--- src/rtl/pwm_duty_ramp_if.sv ---
// Control/status bundle between a duty-ramp controller and pwm_duty_ramp.
//   target_duty : requested duty, 0.1 % units (values above 999 clamp to 999)
//   step_size   : duty increment per ramp step (0 behaves as 1)
//   breathe     : request continuous bounce between 0 and the target
//   load        : single-cycle strobe, latches the three fields above and starts a move
//   abort       : single-cycle strobe, freezes duty and returns to idle
//   duty        : current duty value fed to the PWM generator
//   busy        : high while a move or breathe cycle is in progress
//   done        : one-cycle pulse when a non-breathe move completes
interface pwm_duty_ramp_if;
    logic [9:0] target_duty;
    logic [4:0] step_size;
    logic       breathe;
    logic       load;
    logic       abort;
    logic [9:0] duty;
    logic       busy;
    logic       done;

    modport master (
        output target_duty, step_size, breathe, load, abort,
        input  duty, busy, done
    );

    modport slave (
        input  target_duty, step_size, breathe, load, abort,
        output duty, busy, done
    );
endinterface

--- src/rtl/pwm_duty_ramp.sv ---
// Duty-cycle sequencer driving the 10-bit duty input of a 0.1 %-resolution
// PWM generator. Slews duty toward a latched target by step_size every
// STEP_DIV clocks (soft start/stop), or bounces between 0 and the target in
// breathe mode.
//   clk     : system clock
//   reset_p : synchronous, active-high reset
//   bus     : pwm_duty_ramp_if.slave (target_duty, step_size, breathe, load,
//             abort in; duty, busy, done out)
module pwm_duty_ramp #(
    parameter int STEP_DIV = 100_000
) (
    input  logic            clk,
    input  logic            reset_p,
    pwm_duty_ramp_if.slave  bus
);

    localparam int CNT_W = $clog2(STEP_DIV);
    localparam logic [CNT_W-1:0] CNT_LAST = CNT_W'(STEP_DIV - 1);

    localparam logic [1:0] ST_IDLE = 2'd0;
    localparam logic [1:0] ST_UP   = 2'd1;
    localparam logic [1:0] ST_DOWN = 2'd2;

    localparam logic [9:0] DUTY_MAX = 10'd999;

    // Saturate a requested target into the legal 0..999 duty range.
    function automatic logic [9:0] clamp_duty(input logic [9:0] v);
        return (v > DUTY_MAX) ? DUTY_MAX : v;
    endfunction

    // Upward step computed one bit wider so duty + 31 cannot wrap, then
    // saturated at the ceiling.
    function automatic logic [9:0] sat_step_up(input logic [9:0] d,
                                               input logic [4:0] s,
                                               input logic [9:0] ceil_v);
        logic [10:0] sum;
        sum = {1'b0, d} + {6'b0, s};
        return (sum >= {1'b0, ceil_v}) ? ceil_v : sum[9:0];
    endfunction

    // Downward step computed signed so a step past zero goes negative
    // rather than wrapping, then saturated at the floor.
    function automatic logic [9:0] sat_step_down(input logic [9:0] d,
                                                 input logic [4:0] s,
                                                 input logic [9:0] floor_v);
        logic signed [11:0] diff;
        diff = $signed({2'b00, d}) - $signed({7'b0, s});
        return (diff <= $signed({2'b00, floor_v})) ? floor_v : diff[9:0];
    endfunction

    logic [1:0]       state_q,  state_d;
    logic [9:0]       duty_q,   duty_d;
    logic [CNT_W-1:0] cnt_q,    cnt_d;
    logic [9:0]       tgt_q,    tgt_d;
    logic [4:0]       step_q,   step_d;
    logic             brth_q,   brth_d;
    logic [9:0]       floor_q,  floor_d;
    logic             done_q,   done_d;

    logic             tick;
    logic [9:0]       load_tgt;
    logic             load_brth;
    logic [9:0]       next_up;
    logic [9:0]       next_down;

    assign tick      = (state_q != ST_IDLE) && (cnt_q == CNT_LAST);
    assign load_tgt  = clamp_duty(bus.target_duty);
    // A breathe request toward 0 has nothing to bounce between.
    assign load_brth = bus.breathe && (load_tgt != 10'd0);
    assign next_up   = sat_step_up(duty_q, step_q, tgt_q);
    assign next_down = sat_step_down(duty_q, step_q, floor_q);

    always_comb begin
        state_d = state_q;
        duty_d  = duty_q;
        tgt_d   = tgt_q;
        step_d  = step_q;
        brth_d  = brth_q;
        floor_d = floor_q;
        done_d  = 1'b0;
        cnt_d   = '0;
        if (state_q != ST_IDLE) begin
            cnt_d = tick ? '0 : cnt_q + CNT_W'(1);
        end

        if (bus.abort) begin
            state_d = ST_IDLE;
        end else if (bus.load) begin
            // Retarget: the step phase restarts and any coincident tick is dropped.
            tgt_d  = load_tgt;
            step_d = (bus.step_size == 5'd0) ? 5'd1 : bus.step_size;
            brth_d = load_brth;
            cnt_d  = '0;
            if (duty_q < load_tgt) begin
                state_d = ST_UP;
            end else if (duty_q > load_tgt) begin
                state_d = ST_DOWN;
                floor_d = load_brth ? 10'd0 : load_tgt;
            end else if (!load_brth) begin
                state_d = ST_IDLE;
                done_d  = 1'b1;
            end else begin
                state_d = ST_DOWN;
                floor_d = 10'd0;
            end
        end else if (tick) begin
            if (state_q == ST_UP) begin
                duty_d = next_up;
                if (next_up == tgt_q) begin
                    if (brth_q) begin
                        state_d = ST_DOWN;
                        floor_d = 10'd0;
                    end else begin
                        state_d = ST_IDLE;
                        done_d  = 1'b1;
                    end
                end
            end else if (state_q == ST_DOWN) begin
                duty_d = next_down;
                if (next_down == floor_q) begin
                    if (brth_q) begin
                        state_d = ST_UP;
                    end else begin
                        state_d = ST_IDLE;
                        done_d  = 1'b1;
                    end
                end
            end
        end

        if (state_d == ST_IDLE) begin
            cnt_d = '0;
        end
    end

    always_ff @(posedge clk) begin
        if (reset_p) begin
            state_q <= ST_IDLE;
            duty_q  <= 10'd0;
            cnt_q   <= '0;
            tgt_q   <= 10'd0;
            step_q  <= 5'd1;
            brth_q  <= 1'b0;
            floor_q <= 10'd0;
            done_q  <= 1'b0;
        end else begin
            state_q <= state_d;
            duty_q  <= duty_d;
            cnt_q   <= cnt_d;
            tgt_q   <= tgt_d;
            step_q  <= step_d;
            brth_q  <= brth_d;
            floor_q <= floor_d;
            done_q  <= done_d;
        end
    end

    assign bus.duty = duty_q;
    assign bus.busy = (state_q != ST_IDLE);
    assign bus.done = done_q;

endmodule
--- src/flat_wrapper.sv ---
// flat-port wrapper written by rule: the top's interface ports become plain ports
module pwm_duty_ramp_flat 
#(
    parameter int STEP_DIV = 100_000
)
  (clk, reset_p, bus_target_duty, bus_step_size, bus_breathe, bus_load, bus_abort, bus_duty, bus_busy, bus_done);
  pwm_duty_ramp_if bus_i ();
  input  logic clk;
  input  logic reset_p;
  input wire logic [$bits(bus_i.target_duty)-1:0] bus_target_duty;
  input wire logic [$bits(bus_i.step_size)-1:0] bus_step_size;
  input wire logic [$bits(bus_i.breathe)-1:0] bus_breathe;
  input wire logic [$bits(bus_i.load)-1:0] bus_load;
  input wire logic [$bits(bus_i.abort)-1:0] bus_abort;
  output wire logic [$bits(bus_i.duty)-1:0] bus_duty;
  output wire logic [$bits(bus_i.busy)-1:0] bus_busy;
  output wire logic [$bits(bus_i.done)-1:0] bus_done;
  assign bus_i.target_duty = bus_target_duty;
  assign bus_i.step_size = bus_step_size;
  assign bus_i.breathe = bus_breathe;
  assign bus_i.load = bus_load;
  assign bus_i.abort = bus_abort;
  assign bus_duty = bus_i.duty;
  assign bus_busy = bus_i.busy;
  assign bus_done = bus_i.done;
  pwm_duty_ramp #(.STEP_DIV(STEP_DIV)) u_core (.clk(clk), .reset_p(reset_p), .bus(bus_i));
endmodule
--- config.mk ---
export PLATFORM = sky130hd
export DESIGN_NAME = pwm_duty_ramp_flat
export DESIGN_NICKNAME = d
export VERILOG_FILES = /design/src/rtl/pwm_duty_ramp_if.sv /design/src/rtl/pwm_duty_ramp.sv /design/src/flat_wrapper.sv
export SDC_FILE = /design/constraint.sdc
export NUM_CORES = 1
export LEC_CHECK = 0
export ABC_AREA = 1
export CORE_ASPECT_RATIO = 1.75
export CORE_MARGIN = 5
export CORE_UTILIZATION = 45
export CTS_CLUSTER_SIZE = 10
export DETAILED_ROUTE_END_ITERATION = 7
export SETUP_SLACK_MARGIN = 0.2
export SLEW_MARGIN = 20
export SYNTH_ARGS = -nofsm -noshare
export SYNTH_HDL_FRONTEND = slang
export SYNTH_SLANG_ARGS = --single-unit
--- constraint.sdc ---
create_clock -name clk -period 7 [get_ports clk]
set_input_delay 1.4 -clock clk [delete_from_list [all_inputs] [get_ports clk]]
set_output_delay 1.4 -clock clk [all_outputs]
set_load 0.005 [all_outputs]
### Word-level counts from Yosys, hierarchy flattened

Index checks and enable logic that the tools add are counted.

* add/sub/neg operators: 3
* order comparisons: 5
* equal/unequal tests: 7
* mux-type cells: 41
* bitwise logic cells: 2
* reductions and logical operators: 16

Operators with widths (number)
* $mux 10: 14
* $mux 17: 4
* $mux 2: 11
* $eq 10x10->1: 2
* $add 17x1->17 const B: 1
* $eq 17x17->1 const B: 1
* $le 12x11->1: 1
* $reduce_bool 2->1: 6
* $add 10x5->11: 1
* $ge 11x10->1: 1
* $mux 1: 11
* $sub 10x5->11: 1
* $gt 10x10->1: 1
* $gt 10x10->1 const B: 1
* $lt 10x10->1: 1
* $reduce_bool 10->1: 1
* $reduce_and 7->1: 1
* $logic_not 5->1: 1
* $mux 5: 1
* $reduce_and 4->1: 1
* $reduce_or 2->1: 2
* $ne 3x1->1 const B: 1
* $eq 2x1->1 const B: 1
* $eq 2x2->1 const B: 1
* other kinds (5): 7

* bits in registers: 56
* input bits: 20
* output and inout bits: 12
* word-level logic and storage cells: 82

### Depth between registers and ports, before layout

Gate-level depths: netlist of run 1.

* word-level depth: 12
* mapped depth: 35
* mapped depth without buffers: 32

### Least setup slack after synthesis of run 1

OpenSTA, ideal clock, no wires.

* path kind: input -> register
* start: input bus_target_duty[6]
* end: register u_core.cnt_q[14]
* library setup time: 0.069 ns
* arrival: 3.662 ns
* data required time: 6.931 ns
* slack: 3.269 ns
* stages on the path: 22
* path buffers: 1
* cell sequence: inv_1 nor3_1 nand2_1 inv_1 nor2_1 ha_1 inv_1 nor2_1 nor2_1 o21a_1 o21ai_0 nand2_1 nand2_1 nand3_1 nand2_1 nand2_1 inv_1 nor3_1 nor3_1 nand2_4 buf_6 a21oi_2

* longest elaborated chain between the ends: 11
* elaborated cells on any way between the ends: 13
* classes of those cells: 3 x order compare; 6 x mux; 4 x reduce/logical

Ends and longest elaborated chain
* from (decl): RTL line flat_wrapper.sv:10 `input wire logic [$bits(bus_i.target_duty)-1:0] bus_target_duty;`
* $gt 10x10->1: RTL line pwm_duty_ramp.sv:28 `return (v > DUTY_MAX) ? DUTY_MAX : v;`
* $mux 10 *: RTL line pwm_duty_ramp.sv:28
* parallel branches: the longest is 4 deep, another holds $gt 10x10->1
* $mux 2 *: RTL line pwm_duty_ramp.sv:94 `if (duty_q < load_tgt) begin`
* $mux 2 *: RTL line pwm_duty_ramp.sv:88 `end else if (bus.load) begin`
* $mux 2 *: RTL line pwm_duty_ramp.sv:86 `if (bus.abort) begin`
* $logic_not 2->1 *: RTL line pwm_duty_ramp.sv:131 `if (state_d == ST_IDLE) begin`
* $reduce_or 2->1 (no source line) *
* to (signal assigned): RTL line pwm_duty_ramp.sv:149 `cnt_q <= cnt_d;`
* to (decl): RTL line pwm_duty_ramp.sv:53 `logic [CNT_W-1:0] cnt_q, cnt_d;`

Every way passes the cells marked *.
A chain may end at the register's enable or synchronous reset.

### Worst setup path after layout of run 1

* start: input bus_target_duty[5]
* end: register u_core.floor_q[5]

* longest elaborated chain between the ends: 8
* elaborated cells on any way between the ends: 13
* classes of those cells: 3 x order compare; 2 x eq/ne; 5 x mux; 3 x reduce/logical

Ends and longest elaborated chain
* $gt 10x10->1: RTL line pwm_duty_ramp.sv:28
* $mux 10 *: RTL line pwm_duty_ramp.sv:28
* parallel branches: the longest is 6 deep, another holds $gt 10x10->1
* to (signal assigned): RTL line pwm_duty_ramp.sv:153 `floor_q <= floor_d;`
* to (decl): RTL line pwm_duty_ramp.sv:57 `logic [9:0] floor_q, floor_d;`

Every way passes the cells marked *. The select of a mux whose other input is x is not followed.

==> results of run 1 <==
[stage by stage]
stage          cell area [sq um]  std cells  hold WS (ps)
2_1_floorplan               5060        805           451
3_3_place_gp                5410        944           487
3_5_place_dp                5410        944           487
4_1_cts                     5560        952           499
5_1_grt                     5560        952           523
6_report                    5560        952           496
[cell type report]
class	count	area, sq um	area share
Clock buffer	5	125	0.0225
Clock inverter	3	22.5	0.00405
Inverter	136	510	0.0919
Multi-Input combinational cell	586	3280	0.590
Sequential cell	56	1120	0.202
Tap cell	132	165	0.0297
Timing Repair Buffer	34	333	0.0599
[registers in the layout, indices dropped and copies added, names as in the netlist]
name,count
u_core.brth_q,1
u_core.bus.done,1
u_core.bus.duty,10
u_core.cnt_q,17
u_core.floor_q,10
u_core.state_q,2
u_core.step_q,5
u_core.tgt_q,10
[Yosys cell counts, types with 2 or more instances]
| cell type | number |
|---|---|
| a211oi_1 | 2 |
| a21oi_1 | 36 |
| a21oi_2 | 9 |
| and2_1 | 2 |
| buf_2 | 4 |
| buf_4 | 5 |
| buf_6 | 3 |
| clkbuf_1 | 14 |
| dfxtp_1 | 56 |
| fa_1 | 2 |
| ha_1 | 44 |
| inv_1 | 124 |
| inv_2 | 11 |
| nand2_1 | 184 |
| nand2_2 | 8 |
| nand2_4 | 4 |
| nand3_1 | 61 |
| nand3_2 | 2 |
| nand3b_1 | 5 |
| nand4_1 | 41 |
| nor2_1 | 77 |
| nor2_2 | 3 |
| nor3_1 | 14 |
| nor4_1 | 6 |
| o211ai_1 | 28 |
| o21ai_0 | 23 |
| o21ai_1 | 10 |
| o21ai_2 | 2 |
| o21bai_1 | 3 |
| or2_2 | 3 |
| xor2_1 | 6 |
[kinds of logic after synthesis]
family / share of synthesized area
AOI/OAI and AO/OA: 0.148
buffers and inverters: 0.130
adders and majority gates: 0.117
xor gates and xnor gates: 0.0121
DFF: 0.222
and+or+nand+nor: 0.371
[cell usage in the layout (no fill, tap or decap), types with 4 or more instances in the layout]
| master | netlist | layout |
|---|---|---|
| nor4_1 | 6 | 6 |
| o21ai_0 | 23 | 23 |
| inv_2 | 11 | 11 |
| o21ai_1 | 10 | 10 |
| xor2_1 | 6 | 6 |
| nand4_1 | 41 | 41 |
| o211ai_1 | 28 | 28 |
| nand2_1 | 184 | 184 |
| nand3b_1 | 5 | 5 |
| inv_1 | 124 | 124 |
| clkbuf_16 | 0 | 5 |
| a21oi_1 | 36 | 36 |
| nor2_1 | 77 | 77 |
| ha_1 | 44 | 44 |
| dfxtp_1 | 56 | 56 |
| a21oi_2 | 9 | 9 |
| nor3_1 | 14 | 14 |
| nand3_1 | 61 | 61 |
| nand2_4 | 4 | 4 |
| nand2_2 | 8 | 8 |
| clkdlybuf4s50_1 | 0 | 31 |
[worst paths after layout]
| kind | from | endpoint | cells after the start |
|---|---|---|---|
| worst max-delay path | bus_target_duty[5] | u_core.floor_q[5] | 24 |
| worst min-delay path | u_core.step_q[4] | u_core.step_q[4] | 2 |
| worst max register to register | u_core.bus.duty[4] | u_core.floor_q[5] | 23 |
| worst min register to register | u_core.step_q[4] | u_core.step_q[4] | 2 |
[worst min-delay path, cell delays in order (launching register included)]
cell     delay, ps
dfxtp_1        320
inv_1           70
a21oi_1         60
[power breakdown]
part           leakage, nW  internal, W  total [W]  switching, W
Sequential           0.455     0.000327   0.000337    0.00000957
Combinational         2.07    0.0000617   0.000185      0.000123
Clock               0.0742     0.000134   0.000259      0.000125
[per-layer routing]
metal  vias to the layer above  GRT usage  part of all wire
li1                       2682          -                 -
met1                      2342      0.258              0.38
met2                       157      0.452              0.51
met3                        64     0.0260             0.033
met4                         0      0.186             0.085
met5                         -          0                 0
==> reports/results.txt, run 1 <==
Critical Path End Type: flop
critical path startpoint category: input port
vias in the first global route: 5,181
final core occ: 0.501
Buf/Inv on CP: 6
Setup Buffers After CTS: 0
r2r setup slk: 2230 ps
synthesized area per cell: 6.29 sq um
initial antenna violation count: 0
Area Overhead vs Synth: 9.81%
slowest CP cell: nor2_1
Gate Count Post-Synth: 805
Final Max Tran Viols: 0
min Tclk post-route: 5140 ps
synth unique cells: 44
Worst Max-Slew Pin Slew: 955 ps
overall power: 0.000781 W
die span in x: 90.2 um
final hold violations: 0
# H-tree levels: 2
Async SR Flop Fraction: 0
share of layout cells above drive strength 1: 0.0671
Most used DFF post-synth: dfxtp_1
DRT iter0 DRCs: 390
Final period util: 0.734
Num CTS Buffers: 5
post-synth net total: 871
number of setup violations in the final report: 0
total length of routed wires: 16,500 um
total grt overflow: 0
Max Fclk: 0.195 GHz
Worst Hold Class: reg2reg
mapped cell area: 0.00506 sq mm
Max-slew headroom: 0.363
chip height: 150 um
most frequent cell on the critical path: nand2_1
Post-CTS Hold Buffers: 0
Synth area leaders: dfxtp_1, nand2_1, ha_1, inv_1, nand3_1
Clk Latency, worst-skew pair: 300 ps
status: completed
RSZ-0062 raised after global routing: no
number of cells upsized or downsized after cts: 0
final setup margin: 1860 ps
DRC viols: 0
port bufs: 31
Seq/Total Area, Yosys: 0.222
Synth top area share: 0.222
root buffer cell: clkbuf_16
Via density: 5.51
Core Area: 0.0111 sq mm
remaining antenna violation count: 0
row count: 51
largest net degree at the start of global routing: 34
delay-heaviest family, CP: simple AND/OR/NAND/NOR gates
Worst Path Arrival: 5330 ps
cells along the critical path: clkdlybuf4s50_1 > inv_1 > nor3_1 > nand2_1 > inv_1 > nor2_1 > ha_1 > inv_1 > nor2_1 > nor2_1 > o21a_1 > o21ai_0 > nand2_1 > nand2_1 > nand3_1 > nand2_1 > nand2_1 > inv_1 > nor3_1 > a211oi_1 > nand2_1 > clkinv_1 > nor2_1 > nor2_1
maxcap violations: 0
number of I/O pins: 32
Leakage Power: 2.60 nW
TritonCTS clock tree: built
Sum Neg Setup Slack: 0 ps
die area: 0.0136 sq mm
Synth warnings: 0
CP max stage delay: 500 ps
area leader, netlist: dfxtp_1
global-route wire length before repair: 26,600 um
diode count: 0
Setup WS pre-CTS: 1620 ps
Pre-antenna DRT Iters: 5
WS Path Type: in2reg
Req. time, crit path: 7190 ps
wire per inst: 17.3 um
Worst VDD drop: 0.0981 mV
power per cell area: 140 mW/mm^2
Max FO, Critical Path: 11
GRT Util Overall: 0.248
Clock Skews: 5.98 ps
vias: 5,245
Nets: 885
count of flip-flops with a built-in enable after synthesis: 0
Placer Congestion: 0.952
post-synthesis sequential element count: 56
DP HPWL: 13,400 um
initial core utilization: 0.456
clk buf depth: 2
clk slew on worst S/H paths: 80 ps
clk sinks: 56
FILL cells: 1,173
Note: power is estimated with default switching activity, not from simulation.
==> inputs of run 2 (changes only) <==
--- a/config.mk
+++ b/config.mk
@@ -11,6 +11,7 @@
 export CORE_UTILIZATION = 45
 export CTS_CLUSTER_SIZE = 10
 export DETAILED_ROUTE_END_ITERATION = 7
+export PLACE_DENSITY = 0.66
 export SETUP_SLACK_MARGIN = 0.2
 export SLEW_MARGIN = 20
 export SYNTH_ARGS = -nofsm -noshare
==> constraint.sdc (replaced) <==
create_clock -name clk -period 4.7 [get_ports clk]
set_input_delay 0.94 -clock clk [delete_from_list [all_inputs] [get_ports clk]]
set_output_delay 0.94 -clock clk [all_outputs]
set_load 0.005 [all_outputs]
==> reports/results.txt, run 2 (same netlist as run 1, synthesis figures left out) <==
status: completed (unchanged)
Worst R2R Path Depth: 28 (was 23)
share of layout cells above drive strength 1: 0.0932 (was 0.0671)
Setup crit start: u_core.bus.duty[0] (was bus_target_duty[5])
overall power: 0.00120 W (was 0.000781 W)
Psw: 0.000389 W (was 0.000258 W)
total grt overflow: 0 (unchanged)
Final period util: 0.898
Critical Path End Type: flop (unchanged)
clk buf depth: 2 (unchanged)
Max-slew headroom: 0.366 (was 0.363)
DRT iter0 DRCs: 244 (was 390)
number of setup violations in the final report: 0 (unchanged)
maxcap violations: 0 (unchanged)
final hold violations: 0 (unchanged)
remaining antenna violation count: 0 (unchanged)
Clock Skews: 6.57 ps (was 5.98 ps)
Max FO, Critical Path: 18 (was 11)
port bufs: 31 (unchanged)
diode count: 0 (unchanged)
Worst Max-Slew Pin Slew: 950 ps (was 955 ps)
root buffer cell: clkbuf_16 (unchanged)
Worst Hold Class: reg2reg (unchanged)
final core occ: 0.518 (was 0.501)
wire per inst: 16.7 um (was 17.3 um)
chip height: 150 um (unchanged)
r2r setup slk: 480 ps (was 2230 ps)
most frequent cells in the layout: nand2_1, inv_1, nor2_1 (unchanged)
die span in x: 90.2 um (unchanged)
TritonCTS clock tree: built (unchanged)
Sum Neg Setup Slack: 0 ps (unchanged)
Core Area: 0.0111 sq mm (unchanged)
slowest CP cell: dfxtp_1 (was nor2_1)
DRC viols: 0 (unchanged)
Leakage Power: 2.67 nW (was 2.60 nW)
clk slew on worst S/H paths: 70 ps (was 80 ps)
vias: 5,397 (was 5,245)
Critical path destination: u_core.cnt_q[2] (was u_core.floor_q[5])
row count: 51 (unchanged)
largest register by flop count: u_core.cnt_q (unchanged)
DP HPWL: 13,300 um (was 13,400 um)
Placer Congestion: 0.928 (was 0.952)
vias in the first global route: 5,269 (was 5,181)
max reg flops: 17 (unchanged)
Nets: 902 (was 885)
internal power: 0.000810 W (was 0.000523 W)
most frequent cell on the critical path: nand2_1 (unchanged)
die area: 0.0136 sq mm (unchanged)
WHS: 498 ps (was 496 ps)
clock group share of total power: 0.328 (was 0.332)
clk sinks: 56 (unchanged)
Post-CTS Hold Buffers: 0 (unchanged)
initial antenna violation count: 0 (unchanged)
number of I/O pins: 32 (unchanged)
RSZ-0062 raised after global routing: no (unchanged)
part of the power in registers: 0.416 (was 0.431)
initial core utilization: 0.456 (unchanged)
# H-tree levels: 2 (unchanged)
largest net degree at the start of global routing: 34 (unchanged)
Worst Path Arrival: 4450 ps (was 5330 ps)
most common cell after layout, fill and taps aside: nand2_1 (unchanged)
global-route wire length before repair: 25,500 um (was 26,600 um)
min Tclk post-route: 4220 ps
WS Path Type: reg2reg (was in2reg)
Max Fclk: 0.237 GHz
Gate power share: 0.255 (was 0.237)
Via density: 5.57 (was 5.51)
Critical R2R Capture: u_core.cnt_q[2] (was u_core.floor_q[5])
worst r2r src: u_core.bus.duty[0] (was u_core.bus.duty[4])
total length of routed wires: 16,200 um (was 16,500 um)
Worst VDD drop: 0.205 mV (was 0.0981 mV)
switching part of the total: 0.324 (was 0.330)
CP max stage delay: 410 ps (was 500 ps)
Clk Latency, worst-skew pair: 300 ps (about the same)
Final Max Tran Viols: 0 (unchanged)
critical path startpoint category: flop (was input port)
Area Overhead vs Synth: 13.7% (was 9.81%)
GRT Util Overall: 0.237 (was 0.248)
Pre-antenna DRT Iters: 5 (unchanged)
Req. time, crit path: 4930 ps (was 7190 ps)
power per cell area: 208 mW/mm^2 (was 140 mW/mm^2)
Num CTS Buffers: 5 (unchanged)
## run 2: changes by cell type in the layout (fill, tap and decap cells not counted), moves of 2 or more
cell,change
nand2_2,+2
clkinvlp_4,+2
buf_4,+14
nand2_8,+2
nand2_1,-2
## run 2: cell type report
class	count	area, sq um
clock buffer	6	139
inverter	136	514
multi-input combinational	587	3330
sequential	56	1120
timing repair inverter	1	7.51
fill	1157	5350
tap	132	165
clock inverter	2	13.8
timing repair buffer	49	458
## run 2: how the worst min path moves through the flow
| stage | start | to | slack, ps | cells past startpoint |
|---|---|---|---|---|
| after floorplan | u_core.step_q[4] | u_core.step_q[4] | 450 | 2 |
| after global placement | u_core.step_q[3] | u_core.step_q[3] | 480 | 2 |
| after detailed placement | u_core.step_q[3] | u_core.step_q[3] | 490 | 2 |
| after CTS | u_core.step_q[3] | u_core.step_q[3] | 500 | 2 |
| after global routing | u_core.step_q[3] | u_core.step_q[3] | 540 | 2 |
| final | u_core.step_q[3] | u_core.step_q[3] | 500 | 2 |
## run 2: layer usage
| metal | global-route usage | vias to the layer above | wire length [um] |
|---|---|---|---|
| met2 | 0.451 | 158 | 8590 |
| met3 | 0.0275 | 56 | 523 |
| met1 | 0.228 | 2465 | 5780 |
| li1 | - | 2718 | - |
| met4 | 0.184 | 0 | 1310 |
| met5 | 0 | - | 0 |
## run 2: critical path, delay by kind of cell, from the launching register on
family	cells	cell delay [ps]
AOI/OAI and AO/OA	3	490
adders and majority gates	3	980
and+or+nand+nor	19	1920
buffers and inverters	3	330
DFF	1	410
## run 2: stage by stage
stage / instance area (sq um) / instances / worst slack [ps]
4_1_cts: 5670 / 966 / 238
3_5_place_dp: 5520 / 958 / 256
5_1_grt: 5750 / 969 / 177
3_3_place_gp: 5520 / 958 / 437
2_1_floorplan: 5060 / 805 / 1130
6_report: 5750 / 969 / 479
## run 2: timing repair
| action | in CTS | in global routing |
|---|---|---|
| gates resized for setup | 0 | 12 |
| setup endpoints to repair | 0 | 30 |
| setup buffers | 0 | 1 |
## run 2: power groups by stage
stage | clock [W] | sequential [W] | combinational, W
floorplan | 0 | 0.000506 | 0.000199
global placement | 0 | 0.000510 | 0.000288
detailed placement | 0 | 0.000510 | 0.000292
CTS | 0.000404 | 0.000499 | 0.000294
global route | 0.000419 | 0.000501 | 0.000338
finish | 0.000394 | 0.000499 | 0.000306
==> inputs of run 3 (changes only) <==
--- a/config.mk
+++ b/config.mk
@@ -8,10 +8,10 @@
 export ABC_AREA = 1
 export CORE_ASPECT_RATIO = 1.75
 export CORE_MARGIN = 5
-export CORE_UTILIZATION = 45
+export CORE_UTILIZATION = 30
+export CTS_BUF_LIST = sky130_fd_sc_hd__clkbuf_4 sky130_fd_sc_hd__clkbuf_8 sky130_fd_sc_hd__clkbuf_16
 export CTS_CLUSTER_SIZE = 10
 export DETAILED_ROUTE_END_ITERATION = 7
-export PLACE_DENSITY = 0.66
 export SETUP_SLACK_MARGIN = 0.2
 export SLEW_MARGIN = 20
 export SYNTH_ARGS = -nofsm -noshare
==> reports/results.txt, run 3 (same netlist as run 1, synthesis figures left out) <==
status: completed (unchanged)
multi-input gate area in the final layout: 0.00334 sq mm (was 0.00333 sq mm)
Core Area: 0.0168 sq mm (was 0.0111 sq mm)
row count: 63 (was 51)
WS Path Type: reg2reg (unchanged)
Leakage Power: 2.70 nW (was 2.67 nW)
most common cell after layout, fill and taps aside: nand2_1 (unchanged)
r2r setup slk: 550 ps (was 480 ps)
clock group share of total power: 0.360 (was 0.328)
Post-CTS Hold Buffers: 0 (unchanged)
power per cell area: 211 mW/mm^2 (was 208 mW/mm^2)
DRT iter0 DRCs: 254 (was 244)
GRT Util Overall: 0.165 (was 0.237)
Num CTS Buffers: 5 (unchanged)
most frequent cell on the critical path: nand2_1 (unchanged)
largest net degree at the start of global routing: 34 (unchanged)
Max FO, Critical Path: 20 (was 18)
Critical Path End Type: flop (unchanged)
number of I/O pins: 32 (unchanged)
Worst Max-Slew Pin Slew: 949 ps (was 950 ps)
diode count: 0 (unchanged)
Nets: 904 (was 902)
internal power: 0.000853 W (was 0.000810 W)
total length of routed wires: 16,000 um (was 16,200 um)
port bufs: 31 (unchanged)
Gate power share: 0.239 (was 0.255)
total grt overflow: 0 (unchanged)
DP HPWL: 13,000 um (was 13,300 um)
initial antenna violation count: 0 (unchanged)
maxcap violations: 0 (unchanged)
Final Max Tran Viols: 0 (unchanged)
Worst Hold Class: reg2reg (unchanged)
final hold violations: 0 (unchanged)
initial core utilization: 0.301 (was 0.456)
TritonCTS clock tree: built (unchanged)
delay-heaviest family, CP: simple AND/OR/NAND/NOR gates (unchanged)
Max Fclk: 0.241 GHz (was 0.237 GHz)
Psw: 0.000395 W (was 0.000389 W)
most frequent cells in the layout: nand2_1, inv_1, nor2_1 (unchanged)
Max-slew headroom: 0.367 (was 0.366)
Area Overhead vs Synth: 16.9% (was 13.7%)
wire per inst: 15.0 um (was 16.7 um)
vias: 5,307 (was 5,397)
switching part of the total: 0.317 (was 0.324)
WHS: 496 ps (was 498 ps)
grt met2 use: 0.298 (was 0.451)
Via density: 4.98 (was 5.57)
Clk Latency, worst-skew pair: 310 ps (was 300 ps)
clk slew on worst S/H paths: 80 ps (was 70 ps)
Buf/Inv on CP: 5 (was 3)
# H-tree levels: 2 (unchanged)
RSZ-0062 raised after global routing: no (unchanged)
largest register by flop count: u_core.cnt_q (unchanged)
Finished Layout Cells: 1,066 (was 969)
Req. time, crit path: 4890 ps (was 4930 ps)
die area: 0.0197 sq mm (was 0.0136 sq mm)
remaining antenna violation count: 0 (unchanged)
overall power: 0.00125 W (was 0.00120 W)
slowest CP cell: fa_1 (was dfxtp_1)
min Tclk post-route: 4150 ps (was 4220 ps)
Pre-antenna DRT Iters: 5 (unchanged)
critical path startpoint category: flop (unchanged)
Worst Path Arrival: 4340 ps (was 4450 ps)
vias in the first global route: 5,008 (was 5,269)
dpl cell area: 0.00563 sq mm (was 0.00552 sq mm)
Final period util: 0.882 (was 0.898)
Worst VDD drop: 0.152 mV (was 0.205 mV)
clk buf depth: 2 (unchanged)
CP max stage delay: 410 ps (about the same)
met1 Use GR: 0.171 (was 0.228)
chip height: 182 um (was 150 um)
max reg flops: 17 (unchanged)
Placer Congestion: 0.939 (was 0.928)
FILL cells: 1,796 (was 1,157)
clk sinks: 56 (unchanged)
global-route wire length before repair: 25,300 um (was 25,500 um)
part of the power in registers: 0.401 (was 0.416)
fin area: 0.00591 sq mm (was 0.00575 sq mm)
storage element area: 0.00112 sq mm (unchanged)
global route hottest layer: met2 (unchanged)
Post-Place Cells: 1,052 (was 958)
die span in x: 108 um (was 90.2 um)
GRT met3 Usage: 0.0206 (was 0.0275)
DRC viols: 0 (unchanged)
Clock Skews: 10.5 ps (was 6.57 ps)
root buffer cell: clkbuf_16 (unchanged)
number of setup violations in the final report: 0 (unchanged)
share of layout cells above drive strength 1: 0.0989 (was 0.0932)
Sum Neg Setup Slack: 0 ps (unchanged)
-- run 3: worst paths after layout --
kind                                           to  cells after the start          startpoint
worst max-delay path            u_core.floor_q[1]                     28  u_core.bus.duty[0]
worst min-delay path             u_core.step_q[3]                      2    u_core.step_q[3]
worst max register to register  u_core.floor_q[1]                     28  u_core.bus.duty[0]
worst min register to register   u_core.step_q[3]                      2    u_core.step_q[3]
-- run 3: worst reg2reg max path, delay by kind of cell (launching register included) --
family / cells / cell delay (ps)
adder cells (fa/ha/maj): 3 / 950
XOR/XNOR: 1 / 210
AO/OA/AOI/OAI: 2 / 360
flip-flops: 1 / 390
AND/OR/NAND/NOR: 17 / 1420
buffers and inverters: 5 / 690
-- run 3: final cells by class --
cell class / count / area share
Clock buffer: 6 / 0.0224
Sequential cell: 56 / 0.190
Clock inverter: 2 / 0.00656
Tap cell: 227 / 0.0480
Multi-Input combinational cell: 586 / 0.564
Timing Repair Buffer: 53 / 0.0825
Inverter: 136 / 0.0869
-- run 3: what timing repair did --
action,in CTS,in global routing
setup endpoints to repair,0,30
resized for setup,0,13
setup buffers,0,6
-- run 3: routing by layer --
| layer | part of all wire | up-vias | wire (um) |
|---|---|---|---|
| li1 | - | 2712 | - |
| met1 | 0.38 | 2423 | 6070 |
| met2 | 0.52 | 123 | 8310 |
| met3 | 0.030 | 49 | 476 |
| met4 | 0.071 | 0 | 1140 |
| met5 | 0 | - | 0 |
-- run 3: stage by stage --
step / setup WS, ps / utilization
after floorplan: 1130 / -
after global placement: 348 / 0.335
after detailed placement: 309 / 0.335
after CTS: 289 / 0.345
after global routing: 181 / 0.352
final: 553 / 0.352
-- run 3: power by group through the flow --
stage / clock, W / sequential (W) / combinational [W]
6_report: 0.000449 / 0.000501 / 0.000298
5_1_grt: 0.000483 / 0.000502 / 0.000332
2_1_floorplan: 0 / 0.000506 / 0.000199
3_3_place_gp: 0 / 0.000512 / 0.000282
4_1_cts: 0.000460 / 0.000500 / 0.000284
3_5_place_dp: 0 / 0.000512 / 0.000283
